**config.mk**
```make
export PLATFORM = sky130hd
export DESIGN_NAME = stopwatch_bcd_counter_flat
export DESIGN_NICKNAME = d
export VERILOG_FILES = /design/src/rtl/stopwatch_bcd_counter_pkg.sv /design/src/rtl/stopwatch_bcd_counter_if.sv /design/src/rtl/stopwatch_bcd_counter_digit.sv /design/src/rtl/stopwatch_bcd_counter.sv /design/src/flat_wrapper.sv
export SDC_FILE = /design/constraint.sdc
export NUM_CORES = 1
export LEC_CHECK = 0
export CORE_MARGIN = 10
export CORE_UTILIZATION = 50
export DETAILED_ROUTE_END_ITERATION = 10
export GPL_ROUTABILITY_DRIVEN = 0
export PLACE_DENSITY = 0.71
export SLEW_MARGIN = 20
export SYNTH_ARGS = -nofsm -noshare
export SYNTH_HDL_FRONTEND = slang
export SYNTH_SLANG_ARGS = --single-unit
```
**constraint.sdc**
```tcl
create_clock -name clk -period 4.1 [get_ports clk]
set_input_delay 1.23 -clock clk [delete_from_list [all_inputs] [get_ports clk]]
set_output_delay 1.23 -clock clk [all_outputs]
set_load 0.01 [all_outputs]
```
**src/rtl/stopwatch_bcd_counter_pkg.sv**
```systemverilog
// Shared constants for the stopwatch core: BCD digit width, per-digit wrap
// limits and the encoding of the run/pause control state.
package stopwatch_pkg;

  localparam int BCD_W = 4;
  typedef logic [BCD_W-1:0] bcd_t;

  // Units digits wrap after 9; tens of seconds and tens of minutes after 5.
  localparam bcd_t DIGIT_MAX = 4'd9;
  localparam bcd_t TENS_MAX  = 4'd5;

  // Control state encoding, kept as plain constants for legacy tools.
  localparam int STATE_W = 2;
  localparam logic [STATE_W-1:0] ST_IDLE   = 2'd0;
  localparam logic [STATE_W-1:0] ST_RUN    = 2'd1;
  localparam logic [STATE_W-1:0] ST_PAUSED = 2'd2;

endpackage

```
**src/rtl/stopwatch_bcd_counter_if.sv**
```systemverilog
// Button inputs and display/status outputs of the stopwatch core.
// The master side drives the buttons and watches the digits; the slave side
// is the counting core itself.
interface stopwatch_bcd_counter_if import stopwatch_pkg::*; ();

  logic start_stop;
  logic clear;
  bcd_t cs_ones;
  bcd_t cs_tens;
  bcd_t sec_ones;
  bcd_t sec_tens;
  bcd_t min_ones;
  bcd_t min_tens;
  logic running;
  logic rollover;

  modport master (
    output start_stop, clear,
    input  cs_ones, cs_tens, sec_ones, sec_tens, min_ones, min_tens,
    input  running, rollover
  );

  modport slave (
    input  start_stop, clear,
    output cs_ones, cs_tens, sec_ones, sec_tens, min_ones, min_tens,
    output running, rollover
  );

endinterface

```
**src/rtl/stopwatch_bcd_counter_digit.sv**
```systemverilog
// One BCD digit of the stopwatch chain. Counts 0..LIMIT on inc, wraps to 0
// and raises carry combinationally so a whole chain resolves in one cycle.
module bcd_digit_counter import stopwatch_pkg::*; #(
  parameter bcd_t LIMIT = DIGIT_MAX
) (
  input  logic clk,
  input  logic rst_n,
  input  logic clr,
  input  logic inc,
  output bcd_t value,
  output logic carry
);

  bcd_t value_q;
  bcd_t value_d;

  // Next digit value: clear has priority over an increment in the same cycle.
  always_comb begin
    value_d = value_q;
    if (clr) begin
      value_d = '0;
    end else if (inc) begin
      value_d = (value_q == LIMIT) ? bcd_t'(0) : value_q + 4'd1;
    end
  end

  // Digit register.
  always_ff @(posedge clk or negedge rst_n) begin
    if (!rst_n) begin
      value_q <= '0;
    end else begin
      value_q <= value_d;
    end
  end

  assign value = value_q;
  assign carry = inc & (value_q == LIMIT);

endmodule

```
**src/rtl/stopwatch_bcd_counter.sv**
```systemverilog
// Stopwatch timebase and MM:SS.cc BCD counter. Synchronizes the two button
// levels, detects their rising edges, runs the IDLE/RUN/PAUSED control and
// a centisecond prescaler that drives a six-digit carry chain.
module stopwatch_bcd_counter import stopwatch_pkg::*; #(
  parameter int CLK_FREQ_HZ = 50_000_000,
  parameter int TICK_HZ     = 100
) (
  input  logic clk,
  input  logic rst_n,
  stopwatch_bcd_counter_if.slave sw
);

  localparam int DIV = CLK_FREQ_HZ / TICK_HZ;
  localparam int PW  = (DIV > 2) ? $clog2(DIV) : 1;
  localparam logic [PW-1:0] PRESC_MAX = PW'(DIV - 1);

  // Bit 0 carries start_stop, bit 1 carries clear.
  logic [1:0] btn_sync1_q, btn_sync1_d;
  logic [1:0] btn_sync2_q, btn_sync2_d;
  logic [1:0] btn_prev_q,  btn_prev_d;
  logic [1:0] btn_edge;
  logic       start_edge;
  logic       clear_edge;

  logic [STATE_W-1:0] state_q, state_d;
  logic [PW-1:0]      presc_q, presc_d;
  logic               rollover_q, rollover_d;
  logic               tick;

  bcd_t cs_ones_val, cs_tens_val, sec_ones_val, sec_tens_val;
  bcd_t min_ones_val, min_tens_val;
  logic [5:0] carry;

  // Two-flop synchronizer followed by a previous-value flop for edge detect.
  always_comb begin
    btn_sync1_d = {sw.clear, sw.start_stop};
    btn_sync2_d = btn_sync1_q;
    btn_prev_d  = btn_sync2_q;
    btn_edge    = btn_sync2_q & ~btn_prev_q;
    start_edge  = btn_edge[0];
    clear_edge  = btn_edge[1];
  end

  // Control FSM: clear always returns to IDLE and beats a simultaneous start.
  always_comb begin
    state_d = state_q;
    if (clear_edge) begin
      state_d = ST_IDLE;
    end else begin
      case (state_q)
        ST_IDLE:   if (start_edge) state_d = ST_RUN;
        ST_RUN:    if (start_edge) state_d = ST_PAUSED;
        ST_PAUSED: if (start_edge) state_d = ST_RUN;
        default:   state_d = ST_IDLE;
      endcase
    end
  end

  // Prescaler advances only in RUN and holds while paused so resume keeps phase.
  always_comb begin
    tick    = (state_q == ST_RUN) && (presc_q == PRESC_MAX);
    presc_d = presc_q;
    if (clear_edge) begin
      presc_d = '0;
    end else if (state_q == ST_RUN) begin
      presc_d = tick ? '0 : presc_q + 1'b1;
    end
  end

  // Rollover fires when a tick carries out of the top digit, unless cleared.
  always_comb begin
    rollover_d = tick & carry[5] & ~clear_edge;
  end

  // All control state, synchronizers and the rollover pulse register.
  always_ff @(posedge clk or negedge rst_n) begin
    if (!rst_n) begin
      btn_sync1_q <= '0;
      btn_sync2_q <= '0;
      btn_prev_q  <= '0;
      state_q     <= ST_IDLE;
      presc_q     <= '0;
      rollover_q  <= 1'b0;
    end else begin
      btn_sync1_q <= btn_sync1_d;
      btn_sync2_q <= btn_sync2_d;
      btn_prev_q  <= btn_prev_d;
      state_q     <= state_d;
      presc_q     <= presc_d;
      rollover_q  <= rollover_d;
    end
  end

  bcd_digit_counter #(.LIMIT(DIGIT_MAX)) u_cs_ones (
    .clk(clk), .rst_n(rst_n), .clr(clear_edge), .inc(tick),
    .value(cs_ones_val), .carry(carry[0])
  );

  bcd_digit_counter #(.LIMIT(DIGIT_MAX)) u_cs_tens (
    .clk(clk), .rst_n(rst_n), .clr(clear_edge), .inc(carry[0]),
    .value(cs_tens_val), .carry(carry[1])
  );

  bcd_digit_counter #(.LIMIT(DIGIT_MAX)) u_sec_ones (
    .clk(clk), .rst_n(rst_n), .clr(clear_edge), .inc(carry[1]),
    .value(sec_ones_val), .carry(carry[2])
  );

  bcd_digit_counter #(.LIMIT(TENS_MAX)) u_sec_tens (
    .clk(clk), .rst_n(rst_n), .clr(clear_edge), .inc(carry[2]),
    .value(sec_tens_val), .carry(carry[3])
  );

  bcd_digit_counter #(.LIMIT(DIGIT_MAX)) u_min_ones (
    .clk(clk), .rst_n(rst_n), .clr(clear_edge), .inc(carry[3]),
    .value(min_ones_val), .carry(carry[4])
  );

  bcd_digit_counter #(.LIMIT(TENS_MAX)) u_min_tens (
    .clk(clk), .rst_n(rst_n), .clr(clear_edge), .inc(carry[4]),
    .value(min_tens_val), .carry(carry[5])
  );

  assign sw.cs_ones  = cs_ones_val;
  assign sw.cs_tens  = cs_tens_val;
  assign sw.sec_ones = sec_ones_val;
  assign sw.sec_tens = sec_tens_val;
  assign sw.min_ones = min_ones_val;
  assign sw.min_tens = min_tens_val;
  assign sw.running  = (state_q == ST_RUN);
  assign sw.rollover = rollover_q;

endmodule

```
**src/flat_wrapper.sv**
```systemverilog
// flat-port wrapper written by rule: the top's interface ports become plain ports
module stopwatch_bcd_counter_flat import stopwatch_pkg::*;
#(
  parameter int CLK_FREQ_HZ = 50_000_000,
  parameter int TICK_HZ     = 100
)
  (clk, rst_n, sw_start_stop, sw_clear, sw_cs_ones, sw_cs_tens, sw_sec_ones, sw_sec_tens, sw_min_ones, sw_min_tens, sw_running, sw_rollover);
  stopwatch_bcd_counter_if sw_i ();
  input  logic clk;
  input  logic rst_n;
  input wire logic [$bits(sw_i.start_stop)-1:0] sw_start_stop;
  input wire logic [$bits(sw_i.clear)-1:0] sw_clear;
  output wire logic [$bits(sw_i.cs_ones)-1:0] sw_cs_ones;
  output wire logic [$bits(sw_i.cs_tens)-1:0] sw_cs_tens;
  output wire logic [$bits(sw_i.sec_ones)-1:0] sw_sec_ones;
  output wire logic [$bits(sw_i.sec_tens)-1:0] sw_sec_tens;
  output wire logic [$bits(sw_i.min_ones)-1:0] sw_min_ones;
  output wire logic [$bits(sw_i.min_tens)-1:0] sw_min_tens;
  output wire logic [$bits(sw_i.running)-1:0] sw_running;
  output wire logic [$bits(sw_i.rollover)-1:0] sw_rollover;
  assign sw_i.start_stop = sw_start_stop;
  assign sw_i.clear = sw_clear;
  assign sw_cs_ones = sw_i.cs_ones;
  assign sw_cs_tens = sw_i.cs_tens;
  assign sw_sec_ones = sw_i.sec_ones;
  assign sw_sec_tens = sw_i.sec_tens;
  assign sw_min_ones = sw_i.min_ones;
  assign sw_min_tens = sw_i.min_tens;
  assign sw_running = sw_i.running;
  assign sw_rollover = sw_i.rollover;
  stopwatch_bcd_counter #(.CLK_FREQ_HZ(CLK_FREQ_HZ), .TICK_HZ(TICK_HZ)) u_core (.clk(clk), .rst_n(rst_n), .sw(sw_i));
endmodule
```
==> run metrics <==
gr usage total=14.6%; Max-Cap Viols=0; worst stage delay on the critical path=approximately 0.59 ns; Post-Layout Cell Count=around 420; routed wire length=~7000 um; root buffer cell=clkbuf_8; CTS tree=done; cts repair resizes=0; DRC viols=0; CP Class=reg -> out; Inst Count DP=409; final worst path period share=around 83%; Ports=30; routed via count=~2600; total die area=9460 sq um; Req. time, crit path=approximately 2.9 ns; filler instances=536; Reg clk slew, reported paths=0.09 ns; n_diodes=0; nets=358; RSZ-0062 raised after global routing=no; Routed WL per cell=about 17 um; Initial Util=approximately 50%; leakage power=between 1 and 1.5 nW; endpoint type of the worst setup path=output port; Mapped Nets=337; Cell Area, Synth=about 3000 sq um; Worst setup SP type=register; Setup crit start=u_core.state_q[0]$_DFFE_PN0P_; commonest non-fill, non-tap cell in the layout=dfrtp_1; Cells after Synth=320; Hold Startpoint=u_core.btn_sync1_q[1]$_DFF_PN0_; clk_lat worst skew=approximately 0.31 ns; cell accounting for the most synthesized area=dfrtp_1; Layout area overhead=13.7%; Peak Freq=roughly 0.29 GHz; Post-synth EDFFs=0; Slew headroom=a little under half; clk sinks=52; post-synth cell types=45; global-route wire length before repair=roughly 12000 um; routed vias/inst=between 6 and 7; Hold Crit Class=reg -> reg; crit path buf inv count=2; Core Util, Final=just under 60%; Final Hold Viols=0; First-pass DRT Iterations=4; Hold Crit Depth=0; Async SR Flop Fraction=100%; Worst VDD drop=0.000156 V; ranking of synthesized cells by area=dfrtp_1, ha_1, a21oi_1, or4_1, nand4_1; Final Max Tran Viols=0; initial antenna violation count=0; PortBufs=29; Synth top area share=between 40% and 50%; layout cells sized above 1=about 4.4%; Avg Cell Area, Syn=9.33 sq um; Worst Path Max Fanout=19; WP data arrival=approximately 2.2 ns; setup TNS=0 ns; Hold-fix buffers, CTS=0; family with the most delay on the worst path=buffers and inverters; slowest cell on the critical path=clkdlybuf4s50_1; RR Startpoint=u_core.state_q[0]$_DFFE_PN0P_; maximum clock insertion buffer count=2; Post-CTS Setup Inserts=0; number of buffers created by CTS=5; critical path depth=3; dpl hpwl=4900 um; total gr overflow=0; final setup vio count=0; clock skew=roughly 0.016 ns; largest net degree at the start of global routing=33; Synth Warn #=0; status=completed; First DRT Iteration DRCs=between 150 and 200; Cell Rows=28; Die Ht=97.3 um; FF+latch count, synth=between 50 and 60; Routed Antenna Nets=0; Worst Tran Pin Value=about 0.79 ns; predominant post-synthesis flop cell=dfrtp_1; worst r2r path cells=5; PD cells=261 nW/um^2; most frequent cells in the layout=dfrtp_1, clkdlybuf4s50_1, a21oi_1; post-synthesis sequential area ratio=a little over two fifths; Die X=approximately 97 um; vias in the first global route=2424; Tmin final=roughly 3.4 ns; Core Box Area=roughly 5900 sq um; cells along the critical path=nand2b_1, clkinv_1, clkdlybuf4s50_1; Clock H-tree levels=2
-- per-stage QoR --
| step | instance area, sq um | setup WS [ns] | hold slack [ns] | power, mW |
|---|---|---|---|---|
| final | 3390 | 0.709 | 0.357 | 0.885 |
| after global placement | 3320 | 1.10 | 0.334 | 0.605 |
| after floorplan | 2980 | 1.90 | 0.331 | 0.580 |
| after global routing | 3390 | 0.521 | 0.363 | 0.923 |
| after detailed placement | 3320 | 1.06 | 0.339 | 0.607 |
| after CTS | 3390 | 0.712 | 0.361 | 0.892 |
-- area by class of cell --
| type | instances | area [sq um] | area share [%] |
|---|---|---|---|
| Clock inverter | 1 | 5.00 | 0.147 |
| Inverter | 9 | 33.8 | 0.996 |
| Sequential cell | 52 | 1300 | 38.3 |
| Multi-Input combinational cell | 240 | 1570 | 46.3 |
| Timing Repair Buffer | 33 | 315 | 9.29 |
| Tap cell | 75 | 93.8 | 2.77 |
| Clock buffer | 6 | 72.6 | 2.14 |
-- registers in the layout (all words and copies together), names as in the netlist --
register and cells:
u_core.u_min_tens.value 4, u_core.btn_sync1_q 2, u_core.presc_q 19, u_core.u_cs_tens.value 4, u_core.u_cs_ones.value 4, u_core.btn_prev_q 2
u_core.u_sec_tens.value 4, u_core.u_min_ones.value 4, u_core.sw.rollover 1, u_core.state_q 2, u_core.btn_prev_d 2, u_core.u_sec_ones.value 4
-- cells in the mapped netlist, types with 2 or more instances --
cell type / instances
nand3_1: 13
or3_1: 12
o311ai_0: 2
o31ai_1: 9
a21oi_1: 26
and2_1: 3
nand2_1: 22
o21ai_0: 16
and3_1: 3
nand4_1: 15
nor2b_1: 2
nand3b_1: 6
clkbuf_1: 16
o2111ai_1: 3
o41ai_1: 2
and4_1: 3
a31oi_1: 5
nor2_1: 21
o211ai_1: 3
or4_1: 16
or4b_1: 2
and3b_1: 6
xor2_1: 2
a2111oi_0: 2
a211oi_1: 2
mux2i_1: 6
nor4_1: 3
nand2b_1: 4
inv_1: 8
nor3_1: 4
dfrtp_1: 52
xnor2_1: 5
o221ai_1: 2
ha_1: 13
-- logic make-up (layout without fill, tap and decap cells) --
kind of cell | after synthesis | in the layout | synth area share, %
AO/OA/AOI/OAI | 74 | 74 | 15.3
XOR/XNOR | 7 | 7 | 2.05
adder cells (fa/ha/maj) | 13 | 13 | 5.45
buffers and inverters | 28 | 49 | 3.82
flip-flops | 52 | 52 | 43.6
multiplexers | 6 | 6 | 2.01
AND/OR/NAND/NOR | 140 | 140 | 27.8
-- layer usage --
layer,part of all wire [%],global-route usage [%]
met1,46,18.5
met2,49,24.5
met3,4.7,4.05
met4,0.59,2.35
met5,0,0
-- worst paths after layout --
path	slack (ns)	end
setup / recovery	0.71	sw_running
hold / removal	0.36	u_core.btn_prev_d[1]$_DFF_PN0_
setup reg to reg	1.63	u_core.presc_q[12]$_DFFE_PN0P_
hold reg to reg	0.36	u_core.btn_prev_d[1]$_DFF_PN0_
max in group asynchronous	2.37	u_core.presc_q[8]$_DFFE_PN0P_
min in group asynchronous	0.96	u_core.u_sec_tens.value[2]$_DFFE_PN0P_
-- power breakdown --
part | leakage, nW | switching [mW] | internal, mW | total, mW
Clock | 0.0410 | 0.171 | 0.117 | 0.288
Sequential | 0.710 | 0.0119 | 0.524 | 0.536
Combinational | 0.561 | 0.0415 | 0.0195 | 0.0610
No activity file was read; power rests on OpenSTA's default activity.
